<file path="src/rtl/grf_hazard_ctrl.sv">
// grf_hazard_ctrl: GRF stall/forwarding scheduler with mult/div busy sequencer; define HAZARD_TRACE_EN for a stall/forward trace
module grf_hazard_ctrl #(
    parameter int MULT_CYCLES = 5,
    parameter int DIV_CYCLES  = 10
) (
    input  logic       clk,
    input  logic       reset,
    input  logic [4:0] rs_d,
    input  logic [4:0] rt_d,
    input  logic [1:0] tuse_rs_d,
    input  logic [1:0] tuse_rt_d,
    input  logic [4:0] dst_d,
    input  logic       wr_d,
    input  logic [1:0] tnew_d,
    input  logic       md_use_d,
    input  logic       md_start_e,
    input  logic       md_div_e,
    output logic       stall,
    output logic [1:0] fwd_rs_d,
    output logic [1:0] fwd_rt_d,
    output logic [1:0] fwd_rs_e,
    output logic [1:0] fwd_rt_e,
    output logic       md_busy
);
    typedef struct packed {
        logic       v;
        logic [4:0] a;
        logic [1:0] t;
    } tag_t;

    tag_t       e_q, e_d, m_q, m_d, w_q, w_d;
    logic [4:0] rs_e_q, rs_e_d, rt_e_q, rt_e_d;
    logic [3:0] md_q, md_d;
    logic       raw_rs, raw_rt, md_hold;

    function automatic logic hit(input tag_t s, input logic [4:0] a);
        return s.v && s.a == a && a != 5'd0;
    endfunction

    function automatic logic [1:0] sat_dec(input logic [1:0] t);
        return t == 2'd0 ? 2'd0 : t - 2'd1;
    endfunction

    // Stall when an E/M producer cannot deliver before D consumes, or HI/LO is still pending
    always_comb begin
        raw_rs   = (hit(e_q, rs_d) && e_q.t > tuse_rs_d) || (hit(m_q, rs_d) && m_q.t > tuse_rs_d);
        raw_rt   = (hit(e_q, rt_d) && e_q.t > tuse_rt_d) || (hit(m_q, rt_d) && m_q.t > tuse_rt_d);
        md_hold  = md_use_d && (md_start_e || md_busy);
        stall    = !reset && (raw_rs || raw_rt || md_hold);
        md_busy  = md_q != 4'd0;
        fwd_rs_d = hit(e_q, rs_d) && e_q.t == 2'd0 ? 2'd1 : hit(m_q, rs_d) && m_q.t == 2'd0 ? 2'd2 : 2'd0;
        fwd_rt_d = hit(e_q, rt_d) && e_q.t == 2'd0 ? 2'd1 : hit(m_q, rt_d) && m_q.t == 2'd0 ? 2'd2 : 2'd0;
        fwd_rs_e = hit(m_q, rs_e_q) && m_q.t == 2'd0 ? 2'd1 : hit(w_q, rs_e_q) ? 2'd2 : 2'd0;
        fwd_rt_e = hit(m_q, rt_e_q) && m_q.t == 2'd0 ? 2'd1 : hit(w_q, rt_e_q) ? 2'd2 : 2'd0;
    end

    // Advance tags down the pipe, ageing tnew; a stall injects a bubble into E
    always_comb begin
        e_d    = stall ? tag_t'(8'd0) : {wr_d && dst_d != 5'd0, dst_d, tnew_d};
        m_d    = {e_q.v, e_q.a, sat_dec(e_q.t)};
        w_d    = {m_q.v, m_q.a, 2'd0};
        rs_e_d = stall ? 5'd0 : rs_d;
        rt_e_d = stall ? 5'd0 : rt_d;
        md_d   = md_start_e ? (md_div_e ? 4'(DIV_CYCLES) : 4'(MULT_CYCLES)) : md_q - {3'd0, md_q != 4'd0};
    end

    // State registers, cleared asynchronously
    always_ff @(posedge clk or posedge reset) begin
        if (reset) begin
            e_q    <= '0;
            m_q    <= '0;
            w_q    <= '0;
            rs_e_q <= '0;
            rt_e_q <= '0;
            md_q   <= '0;
        end else begin
            e_q    <= e_d;
            m_q    <= m_d;
            w_q    <= w_d;
            rs_e_q <= rs_e_d;
            rt_e_q <= rt_e_d;
            md_q   <= md_d;
        end
    end

`ifdef HAZARD_TRACE_EN
    // Trace stalls and every active forwarding select
    always @(posedge clk) begin
        if (stall && !reset) $display("%d@stall: rs=%d rt=%d md=%b", $time, rs_d, rt_d, md_busy);
        if (fwd_rs_d != 2'd0) $display("%d@fwd rs_d from %s", $time, fwd_rs_d == 2'd1 ? "E" : "M");
        if (fwd_rt_d != 2'd0) $display("%d@fwd rt_d from %s", $time, fwd_rt_d == 2'd1 ? "E" : "M");
        if (fwd_rs_e != 2'd0) $display("%d@fwd rs_e from %s", $time, fwd_rs_e == 2'd1 ? "M" : "W");
        if (fwd_rt_e != 2'd0) $display("%d@fwd rt_e from %s", $time, fwd_rt_e == 2'd1 ? "M" : "W");
    end
`endif
endmodule

</file>
<file path="config.mk">
export PLATFORM = sky130hd
export DESIGN_NAME = grf_hazard_ctrl
export DESIGN_NICKNAME = d
export VERILOG_FILES = /design/src/rtl/grf_hazard_ctrl.sv
export SDC_FILE = /design/constraint.sdc
export NUM_CORES = 1
export LEC_CHECK = 0
export BUFFER_PORTS_ARGS = -buffer_cell sky130_fd_sc_hd__buf_4
export CORE_AREA = 3 3 86 47
export DETAILED_ROUTE_END_ITERATION = 8
export DIE_AREA = 0 0 89 50
export PLACE_DENSITY = 0.95
export SETUP_SLACK_MARGIN = 0.1
export SLEW_MARGIN = 40
export SYNTH_ARGS = -nofsm -noshare
export SYNTH_HDL_FRONTEND = slang
export SYNTH_SLANG_ARGS = --single-unit
</file>
<file path="constraint.sdc">
create_clock -name clk -period 6.7 [get_ports clk]
set_input_delay 1.34 -clock clk [delete_from_list [all_inputs] [get_ports clk]]
set_output_delay 1.34 -clock clk [all_outputs]
set_load 0.03 [all_outputs]
</file>
==> results.md, run 1 <==
* Hold Violations, Final at 0
* GR Overflow Total at 0
* Worst-Margin Slew at 0.748 ns
* Register area share after synthesis at 0.458
* Sink Count at 36
* Period utilization at 0.694
* Syn nets at 215
* Post-route DRC at 0
* Most frequent cells in the layout: buf_4, xnor2_1, dfrtp_1
* Sw Ratio at 0.272
* CTS tree: done
* Leak at 1.04 nW
* Layout cells sized above 1 at 0.245
* Most common cell after layout, fill and taps aside: buf_4
* Yosys top cell area share at 0.458
* Psw at 0.150 mW
* Netlist Area Pre-Place at 1970 um^2
* Combinational Power Share at 0.192
* Worst-Skew Late Latency at 0.29 ns
* CTS Buf Count at 5
* Initial antenna violation count at 0
* RSZ-0062 raised after global routing: no
* Post-synth cell types at 33
* Largest net degree at the start of global routing at 38
* Drt initial violations at 81
* Starting Density at 0.585
* CP endpoint kind: primary output
* CTS clk-pin slew, worst paths at 0.08 ns
* Worst path required time at 5.36 ns
* Layout area overhead at 21.7%
* Max Used Layer: met4
* I/O pins at 37
* Top post-synthesis cells by area: dfrtp_1, xnor2_1, ha_1
* Power Dens Cells at 231 nW/um^2
* Max Slew Vio Count at 0
* Max-slew headroom at 0.489
* Placed cell area at 2270 um^2
* Synth Warn # at 0
* Wire per inst at 16.4 um
* CTS resizes at 0
* Crit path launch type: input pin
* Clock share of power at 0.335
* Type of the tightest min-delay check: flip-flop to flip-flop
* Hold slack at 0.443 ns
* WL met1 at 1810 um
* Design area at 2390 um^2
* Synth Instances at 178
* Die height at 50 um
* Routed vias at 1465
* Final HPWL DP at 3270 um
* Die Wd at 89 um
* CP max FO at 14
* Die area at 4450 um^2
* Diode count at 0
* CP arrival at 3.31 ns
* Final setup fails at 0
* Max Freq at 215 MHz
* First-pass iteration count of the detailed router at 4
* RD Place Congestion at 0.860
* Post-CTS setup buffer count at 0
* # rows at 15
* Fin crit period at 4.65 ns
* Vias/cell at 5.59
* Synthesized flop and latch total at 36
* CTS Root Cell: clkbuf_8
* Global-route wire length before repair at 7080 um
* Final nets at 256
* Worst setup path category: input pin to primary output
* Cell type with the largest total area after synthesis: dfrtp_1
* Final Power at 0.553 mW
* Cts hold-fix bufs at 0
* Max-Cap Viols at 0
* Metal2 WL at 2110 um
* Status: finished, final reports clean
* Global-route usage over all layers at 0.214
* Mapped Avg Cell Area at 11.0 um^2
* Clock buffer depth at 2
* Htree depth at 2
* Setup_tns at 0 ns
* Area of the core at 3360 um^2
* Flop pwr share at 0.472
* Internal Pwr Total at 0.402 mW
* Final wirelength at 4290 um
* Worst clock skew at 0.0131 ns
* Routed Antenna Nets at 0
* VDD IR max at 0.147 mV
* Vias in the first global route at 1492
* Metal3 WL at 251 um
* I/O Buffers at 36
through the flow:
step | setup WS (ns) | cells | utilization
after floorplan | 2.23 | 178 | -
after global placement | 2.12 | 253 | 0.677
after detailed placement | 1.97 | 253 | 0.677
after CTS | 1.97 | 261 | 0.710
after global routing | 1.93 | 262 | 0.712
final | 2.05 | 262 | 0.712
synthesized netlist by cell type, drive strengths merged:
cell type  count
buf            1
dfrtp         36
and2          18
nand4          8
nor4b          1
o21a           1
nor4           7
o21ai          5
nand2          8
nor2           6
o41ai          2
or4            6
o211ai         2
a21oi          2
or3            2
o311a          1
a2111oi        2
nor2b          3
mux2i          1
ha            10
clkbuf         3
inv           10
xnor2         36
nor3b          1
xor2           6
registers in the layout, indices dropped and copies added (netlist names):
signal / cells
md_q: 4
rt_e_q: 5
e_q: 8
m_q: 8
w_q: 6
rs_e_q: 5
power by group through the flow:
| stage | registers [mW] | logic (mW) | clock network (mW) |
|---|---|---|---|
| floorplan | 0.255 | 0.0752 | 0 |
| global placement | 0.262 | 0.0995 | 0 |
| detailed placement | 0.265 | 0.105 | 0 |
| CTS | 0.261 | 0.106 | 0.189 |
| global route | 0.264 | 0.119 | 0.199 |
| finish | 0.261 | 0.106 | 0.185 |
cell families after synthesis:
logic type,synth area share
adders and majority gates,0.0636
buffers and inverters,0.0305
AOI/OAI and AO/OA,0.0706
muxes,0.00509
DFF,0.458
xor gates and xnor gates,0.187
and+or+nand+nor,0.185
worst paths after layout:
check                      cells past startpoint     from         to  slack [ns]
setup / recovery                               8  rs_d[1]      stall        2.05
hold / removal                                 0   e_q[5]     m_q[5]        0.44
setup reg to reg                               6  md_q[1]     e_q[7]        4.34
hold reg to reg                                0   e_q[5]     m_q[5]        0.44
max in group asynchronous                      3    reset  rs_e_q[2]        5.21
min in group asynchronous                      3    reset     m_q[5]        1.16
metal layers:
layer / up-vias / global-route usage
li1: 694 / -
met1: 693 / 0.253
met2: 62 / 0.360
met3: 16 / 0.0634
met4: 0 / 0.0965
met5: - / 0
worst max-delay path, cell delays in order:
cell and delay [ns]:
buf_4 0.12, or4_1 0.57, o211ai_1 0.25, a2111oi_0 0.15, o41ai_4 0.36, clkbuf_4 0.31, inv_2 0.05, buf_4 0.16
layout make-up:
class,instances,area (um^2)
tap,42,52.6
clock buffer,5,68.8
inverter,10,37.5
fill,217,966
clock inverter,3,42.5
timing repair buffer,38,285
multi-input combinational,128,1010
sequential,36,901
Power figures use the tool's default switching activity.
==> run 2: changes to the inputs <==
--- a/config.mk
+++ b/config.mk
@@ -6,10 +6,10 @@
 export NUM_CORES = 1
 export LEC_CHECK = 0
 export BUFFER_PORTS_ARGS = -buffer_cell sky130_fd_sc_hd__buf_4
-export CORE_AREA = 3 3 86 47
+export CORE_AREA = 3 3 94 51
 export DETAILED_ROUTE_END_ITERATION = 8
-export DIE_AREA = 0 0 89 50
-export PLACE_DENSITY = 0.95
+export DIE_AREA = 0 0 97 54
+export PLACE_DENSITY = 0.85
 export SETUP_SLACK_MARGIN = 0.1
 export SLEW_MARGIN = 40
 export SYNTH_ARGS = -nofsm -noshare
==> constraint.sdc (replaced) <==
create_clock -name clk -period 3.85 [get_ports clk]
set_input_delay 0.77 -clock clk [delete_from_list [all_inputs] [get_ports clk]]
set_output_delay 0.77 -clock clk [all_outputs]
set_load 0.03 [all_outputs]
==> results.md, run 2 (synthesized netlist as in run 1, its figures left out) <==
* Status: finished, final reports clean
* WHS Endpoint: m_q[5]
* R2r worst-path depth at 6 (unchanged)
* Routed Antenna Nets at 0 (unchanged)
* GR Overflow Total at 0 (unchanged)
* RSZ-0062 raised after global routing: no
* Layout area overhead at 22.5%
* Initial antenna violation count at 0 (unchanged)
* Max Slew Vio Count at 0 (unchanged)
* Final nets at 256 (unchanged)
* Worst R2R Setup Slack at 1.68 ns (-2.66 ns)
* Die area at 5240 um^2 (+18%)
* Finished Layout Cells at 274 (+4.6%)
* CTS Root Cell: clkbuf_8
* Fin crit period at 3.10 ns
* CTS Buf Count at 5 (unchanged)
* First-pass iteration count of the detailed router at 4 (unchanged)
* CTS clk-pin slew, worst paths at 0.07 ns (about the same)
* Critical R2R Capture: rt_e_q[1]
* Starting Density at 0.499 (-0.0867)
* Sink Count at 36 (unchanged)
* CP max FO at 4 (-10)
* Clock share of power at 0.334 (about the same)
* Post-CTS setup buffer count at 0 (unchanged)
* Period utilization at 0.804
* I/O Buffers at 36 (unchanged)
* Worst-Skew Late Latency at 0.28 ns (about the same)
* VDD IR max at 0.199 mV (+35%)
* Global-route usage over all layers at 0.160 (-0.0540)
* Type of the tightest min-delay check: flip-flop to flip-flop
* HP Start: e_q[5]
* Worst-Margin Slew at 0.755 ns (+0.00770 ns)
* Power Dens Cells at 395 nW/um^2 (+71%)
* Reg-to-reg startpoint: md_q[1]
* Max-slew headroom at 0.483 (-0.00527)
* Worst path required time at 3.08 ns (-2.28 ns)
* Routed vias at 1442 (-1.6%)
* Drt initial violations at 40 (-51%)
* Vias in the first global route at 1461 (-2.1%)
* I/O pins at 37 (unchanged)
* Leak at 1.04 nW (about the same)
* Hold slack at 0.447 ns (+0.00447 ns)
* Wire per inst at 14.4 um (-12%)
* Area of the core at 3940 um^2 (+17%)
* Internal Pwr Total at 0.699 mW (+74%)
* Clock buffer depth at 2 (unchanged)
* Final setup fails at 0 (unchanged)
* Worst clock skew at 0.00628 ns (-0.00686 ns)
* # rows at 16 (+1)
* CTS resizes at 0 (unchanged)
* Top Registers: e_q x8, m_q x8, w_q x6
* Vias/cell at 5.26 (-5.9%)
* Final wirelength at 3960 um (-7.7%)
* Sw Ratio at 0.265 (-0.00708)
* Cts hold-fix bufs at 0 (unchanged)
* Most frequent cells in the layout: buf_4, xnor2_1, dfrtp_1
* WHS Path Cells at 0 (unchanged)
* Max-Cap Viols at 0 (unchanged)
* Final HPWL DP at 3160 um (-3.5%)
* Fillers at 313 (+44%)
* Most common cell after layout, fill and taps aside: buf_4
* Max Freq at 323 MHz
* Crit path launch type: input pin
* Flop pwr share at 0.475 (+0.003)
* Crit path launch: rs_d[1]
* Post-route DRC at 0 (unchanged)
* Placed Instances at 266 (+5.1%)
* CP arrival at 2.33 ns (-0.98 ns)
* Setup_tns at 0 ns (unchanged)
* CTS tree: done
* RD Place Congestion at 0.959 (+11%)
* Hold Violations, Final at 0 (unchanged)
* Diode count at 0 (unchanged)
* Combinational Power Share at 0.191 (about the same)
* Htree depth at 2 (unchanged)
* Largest net degree at the start of global routing at 37 (-2.6%)
* Global-route wire length before repair at 6400 um (-9.5%)
* Layout cells sized above 1 at 0.245 (unchanged)
* Worst setup path category: input pin to primary output
* Psw at 0.252 mW (+68%)
* Die height at 54 um (+8.0%)
* Die Wd at 97 um (+9.0%)
* CP endpoint kind: primary output
run 2: changes by cell type in the layout (fill, tap and decap cells not counted), sizes merged:
cell | previous run | this run
buf | 37 | 38
clkbuf | 6 | 5
run 2: through the flow:
| stage | total power [mW] | util | area, um^2 | worst slack, ns |
|---|---|---|---|---|
| after floorplan | 0.575 | - | 1970 | 0.518 |
| after global placement | 0.632 | 0.582 | 2300 | 0.773 |
| after detailed placement | 0.641 | 0.582 | 2300 | 0.748 |
| after CTS | 0.959 | 0.611 | 2410 | 0.750 |
| after global routing | 1.00 | 0.611 | 2410 | 0.634 |
| final | 0.952 | 0.611 | 2410 | 0.755 |
run 2: power groups by stage:
stage / logic (mW) / registers, mW / clock network (mW)
after floorplan: 0.131 / 0.444 / 0
after global placement: 0.175 / 0.457 / 0
after detailed placement: 0.181 / 0.459 / 0
after CTS: 0.183 / 0.452 / 0.323
after global routing: 0.203 / 0.457 / 0.344
final: 0.181 / 0.452 / 0.318
run 2: routing by layer:
metal	up-vias	global-route usage	share of wire
li1	693	-	-
met4	0	0.0653	0.0086
met5	-	0	0
met3	4	0.0388	0.041
met1	704	0.171	0.42
met2	41	0.317	0.53
run 2: worst max-delay path by stage:
stage,cells after the start,slack (ns),end
final,7,0.75,stall
after global routing,7,0.63,stall
after CTS,7,0.75,stall
after detailed placement,7,0.75,stall
after global placement,7,0.77,stall
after floorplan,4,0.52,fwd_rt_d[1]
run 2: final cells by class:
class	instances	area [um^2]	share of cell area
Clock inverter	3	42.5	0.0177
Multi-Input combinational cell	128	1010	0.418
Timing Repair Buffer	38	285	0.118
Tap cell	54	67.6	0.0281
Inverter	10	37.5	0.0156
Sequential cell	36	901	0.374
Clock buffer	5	68.8	0.0286
run 2: critical path: stages:
cell	delay [ns]
buf_4	0.13
or4_1	0.55
o211ai_1	0.23
a2111oi_0	0.14
o41ai_4	0.27
inv_2	0.06
buf_4	0.17
==> run 3: changes to the inputs <==
==> constraint.sdc (replaced) <==
create_clock -name clk -period 2.6 [get_ports clk]
set_input_delay 0.52 -clock clk [delete_from_list [all_inputs] [get_ports clk]]
set_output_delay 0.52 -clock clk [all_outputs]
set_load 0.03 [all_outputs]
==> results.md, run 3 (synthesized netlist as in run 1, its figures left out) <==
* Status: complete, but fails checks
* Failing checks: setup timing
* VDD IR max at 0.318 mV (+60%)
* Most frequent cells in the layout: buf_4, xnor2_1, dfrtp_1
* CTS Buf Count at 5 (unchanged)
* CP endpoint kind: primary output
* Setup ws final at -0.103 ns (-0.858 ns)
* Sw Ratio at 0.299 (+0.0343)
* Fin crit period at 2.70 ns
* Fillers at 269 (-14%)
* I/O Buffers at 36 (unchanged)
* Global-route wire length before repair at 7220 um (+13%)
* Power Dens Cells at 526 nW/um^2 (+33%)
* Internal Pwr Total at 0.975 mW (+39%)
* Top Registers: e_q x8, m_q x8, w_q x6
* Die height at 54 um (unchanged)
* Area of the core at 3940 um^2 (unchanged)
* Worst setup path category: input pin to primary output
* Design area at 2650 um^2 (+9.9%)
* Final HPWL DP at 3510 um (+11%)
* Max-Cap Viols at 0 (unchanged)
* Worst-Margin Slew at 0.513 ns (-0.243 ns)
* CTS Root Cell: clkbuf_8
* CP arrival at 2.18 ns (-0.15 ns)
* Period utilization at 1.04
* Combinational Power Share at 0.242 (+0.051)
* Max Freq at 370 MHz
* Initial antenna violation count at 0 (unchanged)
* Clock buffer depth at 2 (unchanged)
* Routed Antenna Nets at 0 (unchanged)
* CTS tree: done
* Diode count at 0 (unchanged)
* Vias/cell at 5.41 (+2.9%)
* Largest net degree at the start of global routing at 37 (unchanged)
* Type of the tightest min-delay check: input pin to flip-flop
* Cts hold-fix bufs at 0 (unchanged)
* Worst clock skew at 0.00839 ns (+0.00210 ns)
* CP max FO at 2 (-2)
* I/O pins at 37 (unchanged)
* Most common cell after layout, fill and taps aside: buf_4
* Clock share of power at 0.276 (-0.058)
* Wire per inst at 16.5 um (+14%)
* M1 GR Usage at 0.188 (+0.0170)
* Die area at 5240 um^2 (unchanged)
* GRT Max-Usage Layer: met2
* Final wirelength at 4820 um (+22%)
* RD Place Congestion at 0.886 (-7.6%)
* Max-slew headroom at 0.655 (+0.172)
* Met3 GRT Util at 0.0505 (+0.0116)
* Pre-CTS setup slack at -0.0991 ns (-0.848 ns)
* Die Wd at 97 um (unchanged)
* Worst-Skew Late Latency at 0.29 ns (about the same)
* Starting Density at 0.499 (unchanged)
* Placed cell area at 2430 um^2 (+5.7%)
* Layout cells sized above 1 at 0.382 (+0.137)
* # rows at 16 (unchanged)
* Global-route usage over all layers at 0.182 (+0.0213)
* Layout area overhead at 34.6%
* RSZ-0062 raised after global routing: yes
* Routed vias at 1581 (+9.6%)
* CTS clk-pin slew, worst paths at 0.07 ns (about the same)
* Post-route DRC at 0 (unchanged)
* Psw at 0.417 mW (+65%)
* Htree depth at 2 (unchanged)
* Final setup fails at 1 (+1)
* Post-Route Utilization at 0.671 (+0.0606)
* GR Overflow Total at 0 (unchanged)
* Hold Violations, Final at 0 (unchanged)
* Vias in the first global route at 1564 (+7.0%)
* Max Slew Vio Count at 0 (unchanged)
* Leak at 1.13 nW (+8.4%)
* Worst path required time at 2.08 ns (-1.00 ns)
* First-pass iteration count of the detailed router at 4 (unchanged)
* Setup_tns at -0.103 ns (-0.103 ns)
* Drt initial violations at 39 (-2.5%)
* Flop pwr share at 0.482 (+0.007)
* Final nets at 274 (+7.0%)
* Crit path launch type: input pin
* Met2 Track Usage GR at 0.356 (+0.0388)
* Sink Count at 36 (unchanged)
## run 3: worst max-delay path: stages
cell and delay (ns):
buf_4 0.12, or4_4 0.52, o211ai_1 0.18, buf_4 0.16
a2111oi_4 0.05, o41ai_4 0.46, inv_6 0.03, buf_6 0.14
## run 3: what timing repair did
item,CTS,global route
pin swaps,5,10
setup endpoints to repair,2,4
gates resized for setup,7,10
setup buffers,3,6
## run 3: layout make-up
| class | count | area [um^2] | share of cell area |
|---|---|---|---|
| inverter | 10 | 42.5 | 0.0161 |
| clock inverter | 3 | 18.8 | 0.00709 |
| tap | 54 | 67.6 | 0.0255 |
| sequential | 36 | 907 | 0.343 |
| timing repair buffer | 56 | 432 | 0.163 |
| multi-input combinational | 128 | 1110 | 0.420 |
| clock buffer | 5 | 68.8 | 0.0260 |
## run 3: worst paths after layout
| check | start | to | slack (ns) | depth (start not counted) |
|---|---|---|---|---|
| setup / recovery | rs_d[2] | stall | -0.10 | 8 |
| hold / removal | md_div_e | md_q[0] | 0.41 | 2 |
| setup reg to reg | md_q[0] | e_q[7] | 0.40 | 6 |
| hold reg to reg | e_q[5] | m_q[5] | 0.45 | 0 |
| max in group asynchronous | reset | m_q[3] | 1.83 | 3 |
| min in group asynchronous | reset | m_q[7] | 0.43 | 3 |
## run 3: metrics by stage
step / hold WS [ns] / instances / power [mW]
5_1_grt: 0.409 / 292 / 1.47
4_1_cts: 0.409 / 286 / 1.37
2_1_floorplan: 0.352 / 178 / 0.864
6_report: 0.411 / 292 / 1.39
3_3_place_gp: 0.438 / 276 / 0.958
3_5_place_dp: 0.443 / 276 / 0.976
## run 3: metal layers
layer,wire (um),up-vias,share of wire
met3,236,21,0.049
met5,0,-,0
met2,2590,53,0.54
met1,1850,780,0.38
met4,144,0,0.030
li1,-,727,-
## run 3: power groups by stage
| stage | Combinational (mW) | Clock [mW] | Sequential (mW) |
|---|---|---|---|
| detailed placement | 0.296 | 0 | 0.681 |
| floorplan | 0.205 | 0 | 0.659 |
| finish | 0.337 | 0.384 | 0.671 |
| global route | 0.373 | 0.418 | 0.677 |
| CTS | 0.316 | 0.383 | 0.670 |
| global placement | 0.281 | 0 | 0.677 |
